File: src/rtl/barcode_serial_reader_pkg.sv
// -----------------------------------------------------------------------------
// barcode_serial_reader_pkg
//   Shared definitions for the 11-bit barcode receive path.
//   Barcode word layout: [10:9] start guard (2'b10), [8:5] number,
//   [4:1] bitwise complement of the number, [0] stop bit (1'b1).
//   Contents: field positions, guard constants, error codes, FSM state
//   encodings and a helper that builds the error code from the check flags.
// -----------------------------------------------------------------------------
package barcode_serial_reader_pkg;

    localparam int BC_W_DEF  = 11;
    localparam int NUM_W_DEF = 4;

    // Field bit positions inside the barcode word
    localparam int START_HI = 10;
    localparam int START_LO = 9;
    localparam int NUM_HI   = 8;
    localparam int NUM_LO   = 5;
    localparam int COMP_HI  = 4;
    localparam int COMP_LO  = 1;
    localparam int STOP_BIT = 0;

    localparam logic [1:0] BC_START = 2'b10;
    localparam logic       BC_STOP  = 1'b1;

    // Error codes; both bits set when guard and complement checks fail together
    localparam logic [1:0] ERR_GUARD = 2'b01;
    localparam logic [1:0] ERR_COMP  = 2'b10;

    // FSM state encodings
    localparam logic [1:0] ST_IDLE  = 2'd0;
    localparam logic [1:0] ST_SHIFT = 2'd1;
    localparam logic [1:0] ST_CHECK = 2'd2;
    localparam logic [1:0] ST_HOLD  = 2'd3;

    function automatic logic [1:0] err_code_f(input logic guard_ok, input logic comp_ok);
        logic [1:0] code;
        code = 2'b00;
        if (!guard_ok) code = code | ERR_GUARD;
        if (!comp_ok)  code = code | ERR_COMP;
        return code;
    endfunction

endpackage

File: src/rtl/barcode_serial_reader_decoder.sv
// -----------------------------------------------------------------------------
// barcode_word_decoder
//   Combinational check and decode of one complete barcode word.
//   Ports:
//     i_word      in  BC_W   reassembled barcode word
//     o_num       out NUM_W  number field (meaningful only when both checks pass)
//     o_guard_ok  out 1      start guard and stop bit are correct
//     o_comp_ok   out 1      complement field matches the number field
// -----------------------------------------------------------------------------
module barcode_word_decoder
    import barcode_serial_reader_pkg::*;
#(
    parameter int BC_W  = BC_W_DEF,
    parameter int NUM_W = NUM_W_DEF
) (
    input  logic [BC_W-1:0]  i_word,
    output logic [NUM_W-1:0] o_num,
    output logic             o_guard_ok,
    output logic             o_comp_ok
);

    assign o_num      = i_word[NUM_HI:NUM_LO];
    assign o_guard_ok = (i_word[START_HI:START_LO] == BC_START) &&
                        (i_word[STOP_BIT] == BC_STOP);
    assign o_comp_ok  = (i_word[COMP_HI:COMP_LO] == ~i_word[NUM_HI:NUM_LO]);

endmodule

File: src/rtl/barcode_serial_reader.sv
// -----------------------------------------------------------------------------
// barcode_serial_reader
//   Receives an 11-bit barcode serially (MSB first), reassembles it, validates
//   the guard/stop bits and the complement field, and presents the decoded
//   4-bit number on a valid/ready interface. Rejected words raise a one-cycle
//   err pulse with a reason code.
//   Optional feature macro: BC_ERR_COUNT_EN adds a saturating rejected-word
//   counter on the err_count port.
//   Ports:
//     clk        in   1          rising-edge clock
//     rst        in   1          asynchronous active-high reset
//     bc_bit     in   1          serial barcode bit
//     bc_valid   in   1          bc_bit valid
//     bc_ready   out  1          reader accepts bc_bit (beat = valid & ready)
//     num        out  NUM_W      decoded number, stable while num_valid
//     num_valid  out  1          decoded number available
//     num_ready  in   1          sink accepts num
//     err        out  1          one-cycle pulse: word rejected
//     err_code   out  2          01 guard/stop, 10 complement, 11 both; 0 when err low
//     err_count  out  ERR_CNT_W  (BC_ERR_COUNT_EN) saturating rejected-word count
// -----------------------------------------------------------------------------
module barcode_serial_reader
    import barcode_serial_reader_pkg::*;
#(
    parameter int BC_W      = BC_W_DEF,
    parameter int NUM_W     = NUM_W_DEF
`ifdef BC_ERR_COUNT_EN
    ,
    parameter int ERR_CNT_W = 8
`endif
) (
    input  logic             clk,
    input  logic             rst,
    input  logic             bc_bit,
    input  logic             bc_valid,
    output logic             bc_ready,
    output logic [NUM_W-1:0] num,
    output logic             num_valid,
    input  logic             num_ready,
    output logic             err,
    output logic [1:0]       err_code
`ifdef BC_ERR_COUNT_EN
    ,
    output logic [ERR_CNT_W-1:0] err_count
`endif
);

    logic [1:0]       r_state;
    logic [BC_W-1:0]  r_shift;
    logic [3:0]       r_bit_cnt;
    logic [NUM_W-1:0] r_num;
    logic             r_num_valid;
    logic             r_err;
    logic [1:0]       r_err_code;

    logic [NUM_W-1:0] w_num;
    logic             w_guard_ok;
    logic             w_comp_ok;
    logic             w_beat;

    barcode_word_decoder #(
        .BC_W  (BC_W),
        .NUM_W (NUM_W)
    ) u_decoder (
        .i_word     (r_shift),
        .o_num      (w_num),
        .o_guard_ok (w_guard_ok),
        .o_comp_ok  (w_comp_ok)
    );

    assign bc_ready  = (r_state == ST_IDLE) || (r_state == ST_SHIFT);
    assign w_beat    = bc_valid && bc_ready;
    assign num       = r_num;
    assign num_valid = r_num_valid;
    assign err       = r_err;
    assign err_code  = r_err_code;

    always_ff @(posedge clk or posedge rst) begin
        if (rst) begin
            r_state     <= ST_IDLE;
            r_shift     <= '0;
            r_bit_cnt   <= 4'd0;
            r_num       <= '0;
            r_num_valid <= 1'b0;
            r_err       <= 1'b0;
            r_err_code  <= 2'b00;
        end else begin
            // err/err_code are single-cycle pulses
            r_err      <= 1'b0;
            r_err_code <= 2'b00;

            case (r_state)
                ST_IDLE: begin
                    // Idle line is 0; a 1 is the first start-guard bit
                    if (w_beat && bc_bit) begin
                        r_shift   <= {{(BC_W-1){1'b0}}, 1'b1};
                        r_bit_cnt <= 4'd1;
                        r_state   <= ST_SHIFT;
                    end
                end
                ST_SHIFT: begin
                    if (w_beat) begin
                        r_shift   <= {r_shift[BC_W-2:0], bc_bit};
                        r_bit_cnt <= r_bit_cnt + 4'd1;
                        if (r_bit_cnt == 4'(BC_W - 1)) begin
                            r_state <= ST_CHECK;
                        end
                    end
                end
                ST_CHECK: begin
                    r_bit_cnt <= 4'd0;
                    if (w_guard_ok && w_comp_ok) begin
                        r_num       <= w_num;
                        r_num_valid <= 1'b1;
                        r_state     <= ST_HOLD;
                    end else begin
                        r_err      <= 1'b1;
                        r_err_code <= err_code_f(w_guard_ok, w_comp_ok);
                        r_state    <= ST_IDLE;
                    end
                end
                default: begin
                    // ST_HOLD: num is kept after the transfer
                    if (num_ready) begin
                        r_num_valid <= 1'b0;
                        r_state     <= ST_IDLE;
                    end
                end
            endcase
        end
    end

`ifdef BC_ERR_COUNT_EN
    logic [ERR_CNT_W-1:0] r_err_count;

    assign err_count = r_err_count;

    // Counts on the same edge that raises err, so it tracks pulses one-for-one
    always_ff @(posedge clk or posedge rst) begin
        if (rst) begin
            r_err_count <= '0;
        end else if ((r_state == ST_CHECK) && !(w_guard_ok && w_comp_ok) &&
                     (r_err_count != {ERR_CNT_W{1'b1}})) begin
            r_err_count <= r_err_count + ERR_CNT_W'(1);
        end
    end
`endif

endmodule

File: config.mk
export PLATFORM = sky130hd
export DESIGN_NAME = barcode_serial_reader
export DESIGN_NICKNAME = d
export VERILOG_FILES = /design/src/rtl/barcode_serial_reader_pkg.sv /design/src/rtl/barcode_serial_reader_decoder.sv /design/src/rtl/barcode_serial_reader.sv
export SDC_FILE = /design/constraint.sdc
export NUM_CORES = 1
export LEC_CHECK = 0
export ABC_AREA = 1
export BUFFER_PORTS_ARGS = -buffer_cell sky130_fd_sc_hd__buf_2
export CELL_PAD_IN_SITES_DETAIL_PLACEMENT = 0
export CELL_PAD_IN_SITES_GLOBAL_PLACEMENT = 2
export CORE_ASPECT_RATIO = 0.5
export CORE_UTILIZATION = 37
export CTS_BUF_LIST = sky130_fd_sc_hd__clkbuf_16
export CTS_CLUSTER_DIAMETER = 100
export CTS_CLUSTER_SIZE = 10
export DETAILED_ROUTE_END_ITERATION = 10
export PLACE_DENSITY = 0.9
export SYNTH_ARGS = -nofsm -noshare
export SYNTH_HDL_FRONTEND = slang
export SYNTH_SLANG_ARGS = --single-unit
File: constraint.sdc
create_clock -name clk -period 4.01 [get_ports clk]
set_input_delay 0 -clock clk [delete_from_list [all_inputs] [get_ports clk]]
set_output_delay 0 -clock clk [all_outputs]
set_load 0.01 [all_outputs]
# Yosys cells after proc, flatten, opt, wreduce, memory -nomap -nowiden
# Index checks and enable logic that the tools add are counted.
dict set report classes {
  reduce_logical 16
  eq_ne 9
  mux 21
  n_addsub 1
  bitwise 2
}
# operator n
set op_table {}
lappend op_table {{$mux 11} 2}
lappend op_table {{$pmux 11 s2} 1}
lappend op_table {{$mux 2} 8}
lappend op_table {{$pmux 4 s3} 1}
lappend op_table {{$reduce_and 3->1} 3}
lappend op_table {{$mux 4} 2}
lappend op_table {{$pmux 2 s3} 1}
lappend op_table {{$mux 1} 5}
lappend op_table {{$add 4x1->4 const B} 1}
lappend op_table {{$eq 2x2->1 const B} 2}
lappend op_table {{$eq 4x4->1} 1}
lappend op_table {{$eq 4x4->1 const B} 1}
lappend op_table {{$logic_and 1x1->1} 4}
lappend op_table {{$ne 2x1->1 const B} 2}
lappend op_table {{$ne 2x2->1 const B} 2}
lappend op_table {{$not 4->4} 1}
lappend op_table {{$reduce_and 4->1} 1}
lappend op_table {{$reduce_bool 2->1} 2}
lappend op_table {{$reduce_bool 4->1} 1}
lappend op_table {{$reduce_bool 3->1} 1}
lappend op_table {{$eq 2x1->1 const B} 1}
lappend op_table {{$logic_not 2->1} 1}
lappend op_table {{$pmux 1 s2} 1}
lappend op_table {{$reduce_and 2->1} 1}
lappend op_table {{other kinds (3)} 3}
dict set report word_totals {
  elab_cells 56
  register_bits 25
  in_bits 5
  output_inout_bits 9
}

# Logic depth before layout (Yosys ltp)
# Gate-level depths: netlist of the first run.
dict set report logic_depth {
  depth_word 6
  mapped_depth 10
  ltp_nobuf 10
}

# By module
# Synthesis of the first run repeated with hierarchy kept, for this count alone.
dict set report hier_totals {
  cells_unflattened 160
  hier_area_um2 1312.5
}
# mod cells_per_inst seq_area_each_um2 area_each_um2 n_inst
set modules_own_cells {}
lappend modules_own_cells {barcode_serial_reader 133 625.6 1193.6 1}
lappend modules_own_cells {barcode_word_decoder 27 0.0 118.9 1}

# Least setup slack after synthesis of the first run
# OpenSTA, ideal clock, no wires.
dict set report synth_path {
  path_type {register to register}
  startpoint {register r_state[0]}
  endpoint {register r_shift[0]}
  slack_ns 2.523
  n_path_buf 0
  t_arrival_ns 1.350
  setup_ns 0.138
  path_stages_with_launch 9
  required_time_ns 3.872
  period_less_slack_ns 1.487
  cell_sequence {dfrtp_1 inv_1 ha_1 inv_1 nand2_1 nand2_1 nor2_4 nor2_2 o22ai_1}
}
dict set report synth_between {
  elab_chain_cells 6
  word_cells_on_any_way 10
  cone_classes {eq/ne (3); mux (1); reduce/logical (6)}
}
# item line
set synth_rtl {}
lappend synth_rtl {{start, declared} barcode_serial_reader.sv:48} ;# logic [1:0] r_state;
lappend synth_rtl {{start signal, assigned} barcode_serial_reader.sv:80} ;# r_state <= ST_IDLE;
lappend synth_rtl {{start signal, assigned} barcode_serial_reader.sv:98} ;# r_state <= ST_SHIFT;
lappend synth_rtl {{start signal, assigned} barcode_serial_reader.sv:106} ;# r_state <= ST_CHECK;
lappend synth_rtl {{$eq 2x1->1 or $logic_not 2->1 (tied branches)} {barcode_serial_reader.sv:71, barcode_serial_reader.sv:92}}
lappend synth_rtl {{$logic_or 1x1->1} barcode_serial_reader.sv:71} ;# assign bc_ready = (r_state == ST_IDLE) || (r_state == ST_SHIFT);
lappend synth_rtl {{$logic_and 1x1->1} barcode_serial_reader.sv:72} ;# assign w_beat = bc_valid && bc_ready;
lappend synth_rtl {{$logic_and 1x1->1} barcode_serial_reader.sv:95} ;# if (w_beat && bc_bit) begin
lappend synth_rtl {{$ne 2x1->1 (no line)} -}
lappend synth_rtl {{$reduce_and 3->1 (no line)} -}
lappend synth_rtl {{end signal, assigned} barcode_serial_reader.sv:96} ;# r_shift <= {{(BC_W-1){1'b0}}, 1'b1};
lappend synth_rtl {{end signal, assigned} barcode_serial_reader.sv:103} ;# r_shift <= {r_shift[BC_W-2:0], bc_bit};
lappend synth_rtl {{end, declared} barcode_serial_reader.sv:49} ;# logic [BC_W-1:0] r_shift;
# Parallel ways exist; a longest one is shown, timed or not.
# A chain may end at the register's enable or synchronous reset.

# Worst setup path after layout of the first run
dict set report layout_path {
  startpoint {register r_state[0]}
  endpoint {register r_shift[6]}
}
# Same word-level chain as after synthesis.

==> results of run 1 <==
[area by class of cell]
class / count / share of cell area
Tap cell: 40 / 0.0341
Sequential cell: 25 / 0.426
Multi-Input combinational cell: 99 / 0.371
Inverter: 24 / 0.0613
Clock inverter: 1 / 0.00511
Timing Repair Buffer: 14 / 0.0511
Clock buffer: 3 / 0.0511
[flip-flops by register name, summed over array words and instances, names as in the netlist]
signal	flops
num	4
err_code	2
r_shift	11
r_state	2
r_bit_cnt	4
num_valid	1
err	1
[kinds of logic (layout without fill, tap and decap cells)]
| logic type | count (synthesis) | count (layout) | synth area share |
|---|---|---|---|
| xor+xnor | 2 | 2 | 0.0139 |
| fa+ha+maj | 7 | 7 | 0.0694 |
| simple gates | 69 | 69 | 0.250 |
| flops | 25 | 25 | 0.496 |
| buf+inv | 24 | 42 | 0.0714 |
| compound gates | 21 | 21 | 0.0992 |
[power breakdown]
| group | switching [mW] | internal, mW |
|---|---|---|
| Sequential | 0.0298 | 0.298 |
| Combinational | 0.242 | 0.132 |
| Clock | 0.0924 | 0.136 |
| Total | 0.365 | 0.566 |
[Yosys cell counts, drive strengths merged]
cell / count / area [sq um]
ha: 7 / 87.6
xnor2: 1 / 8.76
xor2: 1 / 8.76
nand2: 47 / 179
inv: 24 / 90.1
nor2: 13 / 81.3
nand3: 9 / 55.1
dfrtp: 25 / 626
a21boi: 1 / 11.3
o22ai: 11 / 68.8
o21ai: 9 / 45.0
[worst max-delay path: stages, from the launching register on]
cell and delay [ns]:
dfrtp_1 0.41, inv_1 0.12, ha_1 0.27, inv_1 0.09, nand2_1 0.07, nand2_1 0.12, nor2_4 0.06, nor2_2 0.33
o22ai_1 0.12
[metal layers]
metal	up-vias	global-route usage	share of wire	wire length, um
li1	506	-	-	-
met1	421	0.221	0.54	1300
met2	15	0.215	0.41	982
met3	4	0.0545	0.044	105
met4	0	0.0407	0.0075	18
met5	-	0	0	0
[final timing paths]
| check | end | slack, ns | cells past startpoint |
|---|---|---|---|
| max | r_shift[6] | 2.27 | 8 |
| min | r_shift[0] | 0.08 | 3 |
| max reg2reg | r_shift[6] | 2.27 | 8 |
| min reg2reg | num_valid | 0.47 | 2 |
| max in group asynchronous | r_shift[2] | 2.95 | 3 |
| min in group asynchronous | r_shift[9] | 0.49 | 3 |
[stage by stage]
stage               worst slack (ns)  cell area (sq um)
finish                          2.27               1470
floorplan                       2.52               1260
global route                    2.07               1470
global placement                2.31               1380
detailed placement              2.30               1380
CTS                             2.29               1470
==> impl_metrics.env, run 1 <==
export IMPL_cp_startpoint="r_state[0]"
export IMPL_diodes=0
export IMPL_wl_per_cell_um=11.7
export IMPL_num_nets_final=179
export IMPL_place_inst=201
export IMPL_fin_setup_tns_ns=0
export IMPL_required_ns=4.14
export IMPL_cts_hold_buf=1
export IMPL_cts_clk_slew_worst_paths_ns=0.07
export IMPL_antenna_found_initial=0
export IMPL_grt_util_all_layers=0.153
export IMPL_setup_viol=0
export IMPL_via_count=946
export IMPL_fp_dieW_um=84.6
export IMPL_synth_cell_area_sq_um=1260
export IMPL_critical_path_class="register to register"
export IMPL_reg2reg_from="r_state[0]"
export IMPL_ant_nets=0
export IMPL_violations="DRC"
export IMPL_gp_congestion=0.759
export IMPL_max_freq_ghz=0.575
export IMPL_maxCapViolCount=0
export IMPL_worstPathArrival_ns=1.86
export IMPL_nFillCells=320
export IMPL_firstDrtPassIters=7
export IMPL_hold_violations=0
export IMPL_grt_pass1_wl_um=4170
export IMPL_area_sequential_sq_um=626
export IMPL_slew_headroom=0.371
export IMPL_maxSlewViolCount=0
export IMPL_hold_class="input port to register"
export IMPL_cp_max_fo=10
export IMPL_die_height_um=43.3
export IMPL_fin_util=0.471
export IMPL_drc_errors=2
export IMPL_synth_seq_cells=25
export IMPL_p_leak_nw=0.758
export IMPL_seq_area_frac_synth=0.496
export IMPL_drtIter0Drc=77
export IMPL_cts_resized=0
export IMPL_grt_pass1_vias=857
export IMPL_cts_root_buffer="clkbuf_16"
export IMPL_synth_nets=160
export IMPL_ios=14
export IMPL_final_cell_count_no_fill=206
export IMPL_whs_ns=0.0813
export IMPL_fp_dieArea_sq_um=3660
export IMPL_htree_levels=1
export IMPL_drive_above_1_share=0.163
export IMPL_min_period_ns=1.74
export IMPL_cellPowerDensity_nw_per_um2=633
export IMPL_io_buffers=13
export IMPL_synth_cell_types=17
export IMPL_rsz0062_at_grt="no"
export IMPL_drt_total_wl_um=2410
export IMPL_cts_buffer_depth=2
export IMPL_start_util=0.404
export IMPL_outcome="complete, but fails checks"
export IMPL_skew_ns=0.00299
export IMPL_core_sq_um=3120
export IMPL_min_period_over_period=0.433
export IMPL_grt_max_degree=26
export IMPL_hp_start="bc_bit"
export IMPL_grt_ovfl_total=0
export IMPL_cts_tree="yes"
export IMPL_synth_cells=148
export IMPL_total_power_mw=0.930
export IMPL_startpoint_type="register"
export IMPL_syn_area_per_cell_sq_um=8.52
export IMPL_tightestPinTransition_ns=0.942
export IMPL_row_count=14
export IMPL_vias_per_cell=4.59
export IMPL_ys_warn_count=0
export IMPL_syn_to_final_growth_pct=16.5
export IMPL_ir_worst_vdd_mv=0.264
export IMPL_multiInputGateArea_sq_um=546
export IMPL_setup_worst_path_end_class="register"
export IMPL_hpwl_um=1790
export IMPL_clk_latency_ns=0.26
export IMPL_post_cts_buffers=0
export IMPL_cts_made_buffers=3
export IMPL_final_cell_mix="nand2_1 (46), dfrtp_1 (25), inv_1 (23), buf_2 (13), o22ai_1 (11)"
export IMPL_cts_sinks=25
export IMPL_mostFrequentLayoutCell="nand2_1"
No activity file was read; power rests on OpenSTA's default activity.
==> run 2, diff against run 1 <==
--- a/config.mk
+++ b/config.mk
@@ -10,12 +10,12 @@
 export CELL_PAD_IN_SITES_DETAIL_PLACEMENT = 0
 export CELL_PAD_IN_SITES_GLOBAL_PLACEMENT = 2
 export CORE_ASPECT_RATIO = 0.5
-export CORE_UTILIZATION = 37
+export CORE_UTILIZATION = 34
 export CTS_BUF_LIST = sky130_fd_sc_hd__clkbuf_16
 export CTS_CLUSTER_DIAMETER = 100
 export CTS_CLUSTER_SIZE = 10
 export DETAILED_ROUTE_END_ITERATION = 10
-export PLACE_DENSITY = 0.9
+export PLACE_DENSITY = 0.85
 export SYNTH_ARGS = -nofsm -noshare
 export SYNTH_HDL_FRONTEND = slang
 export SYNTH_SLANG_ARGS = --single-unit
==> constraint.sdc (replaced) <==
create_clock -name clk -period 1.7 [get_ports clk]
set_input_delay 0 -clock clk [delete_from_list [all_inputs] [get_ports clk]]
set_output_delay 0 -clock clk [all_outputs]
set_load 0.01 [all_outputs]
==> impl_metrics.env, run 2 (synthesis results as in run 1) <==
export IMPL_hpwl_um=1780
export IMPL_htree_levels=1
export IMPL_num_nets_final=182
export IMPL_min_period_over_period=0.907
export IMPL_max_freq_ghz=0.649
export IMPL_antenna_found_initial=0
export IMPL_cts_root_buffer="clkbuf_16"
export IMPL_diodes=0
export IMPL_maxCapViolCount=0
export IMPL_outcome="completed"
export IMPL_start_util=0.361
export IMPL_ios=14
export IMPL_cp_max_fo=10
export IMPL_grt_pass1_vias=855
export IMPL_gp_congestion=0.754
export IMPL_drc_errors=0
export IMPL_placed_area_sq_um=1410
export IMPL_combPwrFrac=0.421
export IMPL_tightestPinTransition_ns=0.342
export IMPL_intPower_mw=1.39
export IMPL_startpoint_type="register"
export IMPL_power_switching_mw=0.839
export IMPL_critical_path_class="register to register"
export IMPL_top_register="r_shift"
export IMPL_row_count=15
export IMPL_drive_above_1_share=0.201
export IMPL_post_cts_buffers=0
export IMPL_largest_reg_flops=11
export IMPL_clockPowerShare=0.236
export IMPL_nFillCells=353
export IMPL_fp_dieW_um=88.1
export IMPL_cts_sinks=25
export IMPL_cts_made_buffers=3
export IMPL_fp_dieArea_sq_um=3970
export IMPL_via_count=964
export IMPL_slew_headroom=0.772
export IMPL_crit_end="r_shift[4]"
export IMPL_p_seq_frac=0.343
export IMPL_cts_buffer_depth=2
export IMPL_grt_pass1_wl_um=3960
export IMPL_skew_ns=0.00166
export IMPL_die_height_um=45.1
export IMPL_io_buffers=13
export IMPL_drt_total_wl_um=2340
export IMPL_worstPathArrival_ns=1.71
export IMPL_min_period_ns=1.54
export IMPL_wl_per_cell_um=10.7
export IMPL_postLayoutCellArea_sq_um=1520
export IMPL_p_leak_nw=0.770
export IMPL_cts_tree="yes"
export IMPL_final_cell_mix="nand2_1 (46), dfrtp_1 (24), inv_1 (22), buf_2 (13), o22ai_1 (10)"
export IMPL_r2r_slack_ns=0.16
export IMPL_p_sw_frac=0.377
export IMPL_core_sq_um=3490
export IMPL_rsz0062_at_grt="no"
export IMPL_hold_violations=0
export IMPL_firstDrtPassIters=4
export IMPL_mostFrequentLayoutCell="nand2_1"
export IMPL_drtIter0Drc=70
export IMPL_grt_ovfl_total=0
export IMPL_required_ns=1.87
export IMPL_reg2reg_from="r_state[0]"
export IMPL_ant_nets=0
export IMPL_maxSlewViolCount=0
export IMPL_grt_max_degree=26
export IMPL_fin_setup_tns_ns=0
export IMPL_clk_latency_ns=0.26
export IMPL_cp_startpoint="r_state[0]"
export IMPL_cellPowerDensity_nw_per_um2=1470
export IMPL_setup_viol=0
export IMPL_hold_class="input port to register"
export IMPL_fin_util=0.434
export IMPL_ir_worst_vdd_mv=0.584
export IMPL_reg2reg_depth=9
export IMPL_setup_worst_path_end_class="register"
export IMPL_cts_clk_slew_worst_paths_ns=0.06
export IMPL_syn_to_final_growth_pct=20.1
export IMPL_vias_per_cell=4.38
export IMPL_worst_r2r_endpoint="r_shift[4]"
export IMPL_grt_util_all_layers=0.135
[run 2: critical path: stages, from the launching register on]
cell,delay [ns]
dfrtp_2,0.44
inv_2,0.09
ha_2,0.22
inv_1,0.06
nand2_1,0.07
nand2_1,0.10
nor2_4,0.15
nor2_2,0.04
buf_4,0.17
o22ai_1,0.13
[run 2: repair_timing]
| item | in CTS | in global routing |
|---|---|---|
| resized for setup | 0 | 4 |
| hold endpoints to repair | 25 | 0 |
| hold buffers | 1 | 0 |
| endpoints found under the setup margin | 0 | 17 |
[run 2: area by class of cell]
| type | count | area, sq um | area share |
|---|---|---|---|
| clock inverters | 1 | 7.51 | 0.00495 |
| repair buffers | 17 | 97.6 | 0.0644 |
| well taps | 51 | 63.8 | 0.0421 |
| inverters | 24 | 90.1 | 0.0595 |
| flip-flops and latches | 25 | 627 | 0.414 |
| clock buffers | 3 | 75.1 | 0.0495 |
| multi-input cells | 99 | 554 | 0.366 |
[run 2: per-stage QoR]
| step | cells | hold WS (ns) | setup slack (ns) | power (mW) |
|---|---|---|---|---|
| 6_report | 220 | 0.0757 | 0.158 | 2.23 |
| 5_1_grt | 220 | 0.112 | 0.00914 | 2.45 |
| 4_1_cts | 220 | 0.0718 | 0.0554 | 2.23 |
| 3_5_place_dp | 215 | 0.0684 | 0.0710 | 1.70 |
| 3_3_place_gp | 215 | 0.0633 | 0.128 | 1.70 |
| 2_1_floorplan | 148 | 0.0273 | 0.213 | 1.46 |
[run 2: worst min-delay path by stage]
stage               slack [ns]           to   start  cells after the start
detailed placement        0.07  r_shift[10]     rst                      3
floorplan                 0.03          err     rst                      1
global route              0.11   r_shift[0]  bc_bit                      3
finish                    0.08   r_shift[0]  bc_bit                      3
CTS                       0.07   r_shift[0]  bc_bit                      3
global placement          0.06  r_shift[10]     rst                      3
[run 2: power by group through the flow]
stage | Clock, mW | Sequential, mW | Combinational [mW]
6_report | 0.525 | 0.764 | 0.937
5_1_grt | 0.571 | 0.783 | 1.10
4_1_cts | 0.541 | 0.762 | 0.931
3_5_place_dp | 0 | 0.773 | 0.926
3_3_place_gp | 0 | 0.769 | 0.930
2_1_floorplan | 0 | 0.791 | 0.671
[run 2: per-layer routing]
layer	global-route usage	wire length (um)	vias up
li1	-	-	511
met1	0.174	1170	442
met2	0.233	1130	11
met3	0.0439	42	0
met4	0.0194	0	0
met5	0	0	-
==> run 3, diff against run 2 <==
--- a/config.mk
+++ b/config.mk
@@ -5,17 +5,17 @@
 export SDC_FILE = /design/constraint.sdc
 export NUM_CORES = 1
 export LEC_CHECK = 0
-export ABC_AREA = 1
+export ABC_AREA = 0
 export BUFFER_PORTS_ARGS = -buffer_cell sky130_fd_sc_hd__buf_2
 export CELL_PAD_IN_SITES_DETAIL_PLACEMENT = 0
 export CELL_PAD_IN_SITES_GLOBAL_PLACEMENT = 2
 export CORE_ASPECT_RATIO = 0.5
-export CORE_UTILIZATION = 34
+export CORE_UTILIZATION = 37
 export CTS_BUF_LIST = sky130_fd_sc_hd__clkbuf_16
 export CTS_CLUSTER_DIAMETER = 100
 export CTS_CLUSTER_SIZE = 10
 export DETAILED_ROUTE_END_ITERATION = 10
-export PLACE_DENSITY = 0.85
+export PLACE_DENSITY = 0.84
 export SYNTH_ARGS = -nofsm -noshare
 export SYNTH_HDL_FRONTEND = slang
 export SYNTH_SLANG_ARGS = --single-unit
==> impl_metrics.env, run 3 <==
export IMPL_outcome="completed"
export IMPL_grt_ovfl_total=0
export IMPL_maxCapViolCount=0
export IMPL_grt_max_degree=26
export IMPL_core_sq_um=3080
export IMPL_ios=14
export IMPL_skew_ns=0.00498
export IMPL_drc_errors=0
export IMPL_slowest_delay_ns=0.46
export IMPL_required_ns=1.90
export IMPL_fin_util=0.513
export IMPL_synth_area_leaders="dfrtp_1 (51%), a22o_1 (7.2%), ha_1 (7.2%), mux2_2 (4.6%), a21oi_1 (3.3%)"
export IMPL_crit_slowest_cell="a2111o_1"
export IMPL_drtIter0Drc=33
export IMPL_htree_levels=1
export IMPL_syn_to_final_growth_pct=29.0
export IMPL_cts_made_buffers=3
export IMPL_fin_setup_tns_ns=0
export IMPL_cts_clk_slew_worst_paths_ns=0.07
export IMPL_hold_violations=0
export IMPL_synth_edf_count=0
export IMPL_final_cell_mix="dfrtp_1 (24), buf_2 (13), buf_4 (11), a22o_1 (10)"
export IMPL_fp_dieW_um=83.4
export IMPL_synth_cells=105
export IMPL_top_register="r_shift"
export IMPL_min_period_ns=1.64
export IMPL_synthXorXnorAreaFrac=0.0358
export IMPL_startpoint_type="register"
export IMPL_antenna_found_initial=0
export IMPL_synth_seq_cells=25
export IMPL_via_count=886
export IMPL_synth_compound_area_frac=0.178
export IMPL_cts_buffer_depth=2
export IMPL_largest_reg_flops=11
export IMPL_whs_ns=0.0742
export IMPL_syn_area_per_cell_sq_um=11.7
export IMPL_start_util=0.397
export IMPL_ys_warn_count=0
export IMPL_hpwl_um=1580
export IMPL_max_freq_ghz=0.610
export IMPL_vias_per_cell=5.12
export IMPL_critical_path_class="register to register"
export IMPL_cp_max_fo=4
export IMPL_synth_ff_type="dfrtp_1"
export IMPL_synth_cell_area_sq_um=1220
export IMPL_gp_congestion=0.771
export IMPL_path_cells="inv_2, ha_4, buf_4, nand2_2, a2111o_1, o221ai_2, a21o_1"
export IMPL_p_leak_nw=0.773
export IMPL_firstDrtPassIters=3
export IMPL_die_height_um=42.7
export IMPL_mostFrequentLayoutCell="dfrtp_1"
export IMPL_io_buffers=13
export IMPL_rsz0062_at_grt="yes"
export IMPL_min_period_over_period=0.965
export IMPL_cellPowerDensity_nw_per_um2=1490
export IMPL_yosys_area_share_simple=0.122
export IMPL_synth_nets=117
export IMPL_diodes=0
export IMPL_muxShareOfSynthArea=0.0541
export IMPL_worst_slack_ns=0.0599
export IMPL_synth_most_common_cell="dfrtp_1"
export IMPL_hold_class="input port to register"
export IMPL_drive_above_1_share=0.383
export IMPL_drt_total_wl_um=2360
export IMPL_grt_pass1_vias=848
export IMPL_slew_headroom=0.686
export IMPL_synth_cell_types=31
export IMPL_grt_pass1_wl_um=3910
export IMPL_num_nets_final=146
export IMPL_total_power_mw=2.35
export IMPL_wl_per_cell_um=13.6
export IMPL_tightestPinTransition_ns=0.470
export IMPL_async_reset_ff_frac=1.00
export IMPL_row_count=14
export IMPL_maxSlewViolCount=0
export IMPL_cts_sinks=25
export IMPL_clk_latency_ns=0.26
export IMPL_setup_viol=0
export IMPL_ant_nets=0
export IMPL_grt_util_all_layers=0.142
export IMPL_pre_cts_slack_ns=-0.0714
export IMPL_cts_tree="yes"
export IMPL_yosysTopAreaCell="dfrtp_1"
export IMPL_synth_top_family_by_area="compound AO/OA/AOI/OAI gates"
export IMPL_setup_worst_path_end_class="register"
export IMPL_seq_area_frac_synth=0.511
export IMPL_ir_worst_vdd_mv=0.630
export IMPL_synthTopCellsByCount="dfrtp_1 (25), a22o_1 (10), a21oi_1 (8), inv_1 (8), ha_1 (7)"
export IMPL_fp_dieArea_sq_um=3560
export IMPL_synth_top_area_share=0.511
export IMPL_worstPathArrival_ns=1.84
export IMPL_synth_fa_ha_area_frac=0.0715
export IMPL_cts_root_buffer="clkbuf_16"
## run 3: changes by cell type after synthesis, moves of 4 or more
cell	before	now
nor2_4	4	0
nor2_1	8	4
nand2_1	46	4
o22ai_1	11	0
a21oi_1	0	8
nand3_1	7	2
a22o_1	0	10
mux2_2	0	5
inv_1	23	8
## run 3: final cells by class
cell class              count  area [sq um]
clock inverters             1          7.51
well taps                  40          50.0
inverters                   8          30.0
flip-flops and latches     25           627
clock buffers               3          75.1
multi-input cells          71           633
fillers                   288          1500
repair buffers             25           158
## run 3: metal layers
| layer | global-route usage | vias to the layer above | wire (um) |
|---|---|---|---|
| met4 | 0.0414 | 0 | 21 |
| met2 | 0.226 | 10 | 1100 |
| met3 | 0.0409 | 2 | 50 |
| met1 | 0.191 | 435 | 1180 |
| li1 | - | 439 | - |
| met5 | 0 | - | 0 |
## run 3: final timing paths
kind | from | cells after the start | slack [ns] | end
setup reg to reg | r_state[1] | 7 | 0.06 | r_bit_cnt[2]
hold reg to reg | num[2] | 1 | 0.50 | num[2]
max in group asynchronous | rst | 4 | 1.11 | r_state[0]
hold / removal | num_ready | 4 | 0.07 | num_valid
min in group asynchronous | rst | 4 | 0.33 | num_valid
setup / recovery | r_state[1] | 7 | 0.06 | r_bit_cnt[2]
## run 3: cells by family after synthesis
logic type / after synthesis
compound gates: 30
xor+xnor: 5
fa+ha+maj: 7
buf+inv: 9
flops: 25
mux: 6
simple gates: 23
## run 3: what timing repair did
item / CTS / global route
hold buffers: 1 / 0
hold endpoints to repair: 25 / 0
gates cloned: 0 / 0
pin swaps: 0 / 1
setup endpoints to repair: 11 / 19
resized for setup: 2 / 16
buffers inserted: 0 / 2
## run 3: stage by stage
stage | std cells | instance area (sq um)
2_1_floorplan | 105 | 1220
3_3_place_gp | 166 | 1400
3_5_place_dp | 166 | 1400
4_1_cts | 171 | 1500
5_1_grt | 173 | 1580
6_report | 173 | 1580
## run 3: power breakdown
part           internal (mW)  switching (mW)  leakage [nW]
combinational          0.477           0.522         0.399
clock                  0.319           0.204        0.0371
sequential             0.723           0.107         0.337
total                   1.52           0.833         0.773
## run 3: worst max-delay path, delay by kind of cell (launching register included)
family          cells  cell delay (ns)
buf+inv             2             0.22
simple gates        1             0.06
flops               1             0.38
fa+ha+maj           1             0.14
compound gates      3             0.78
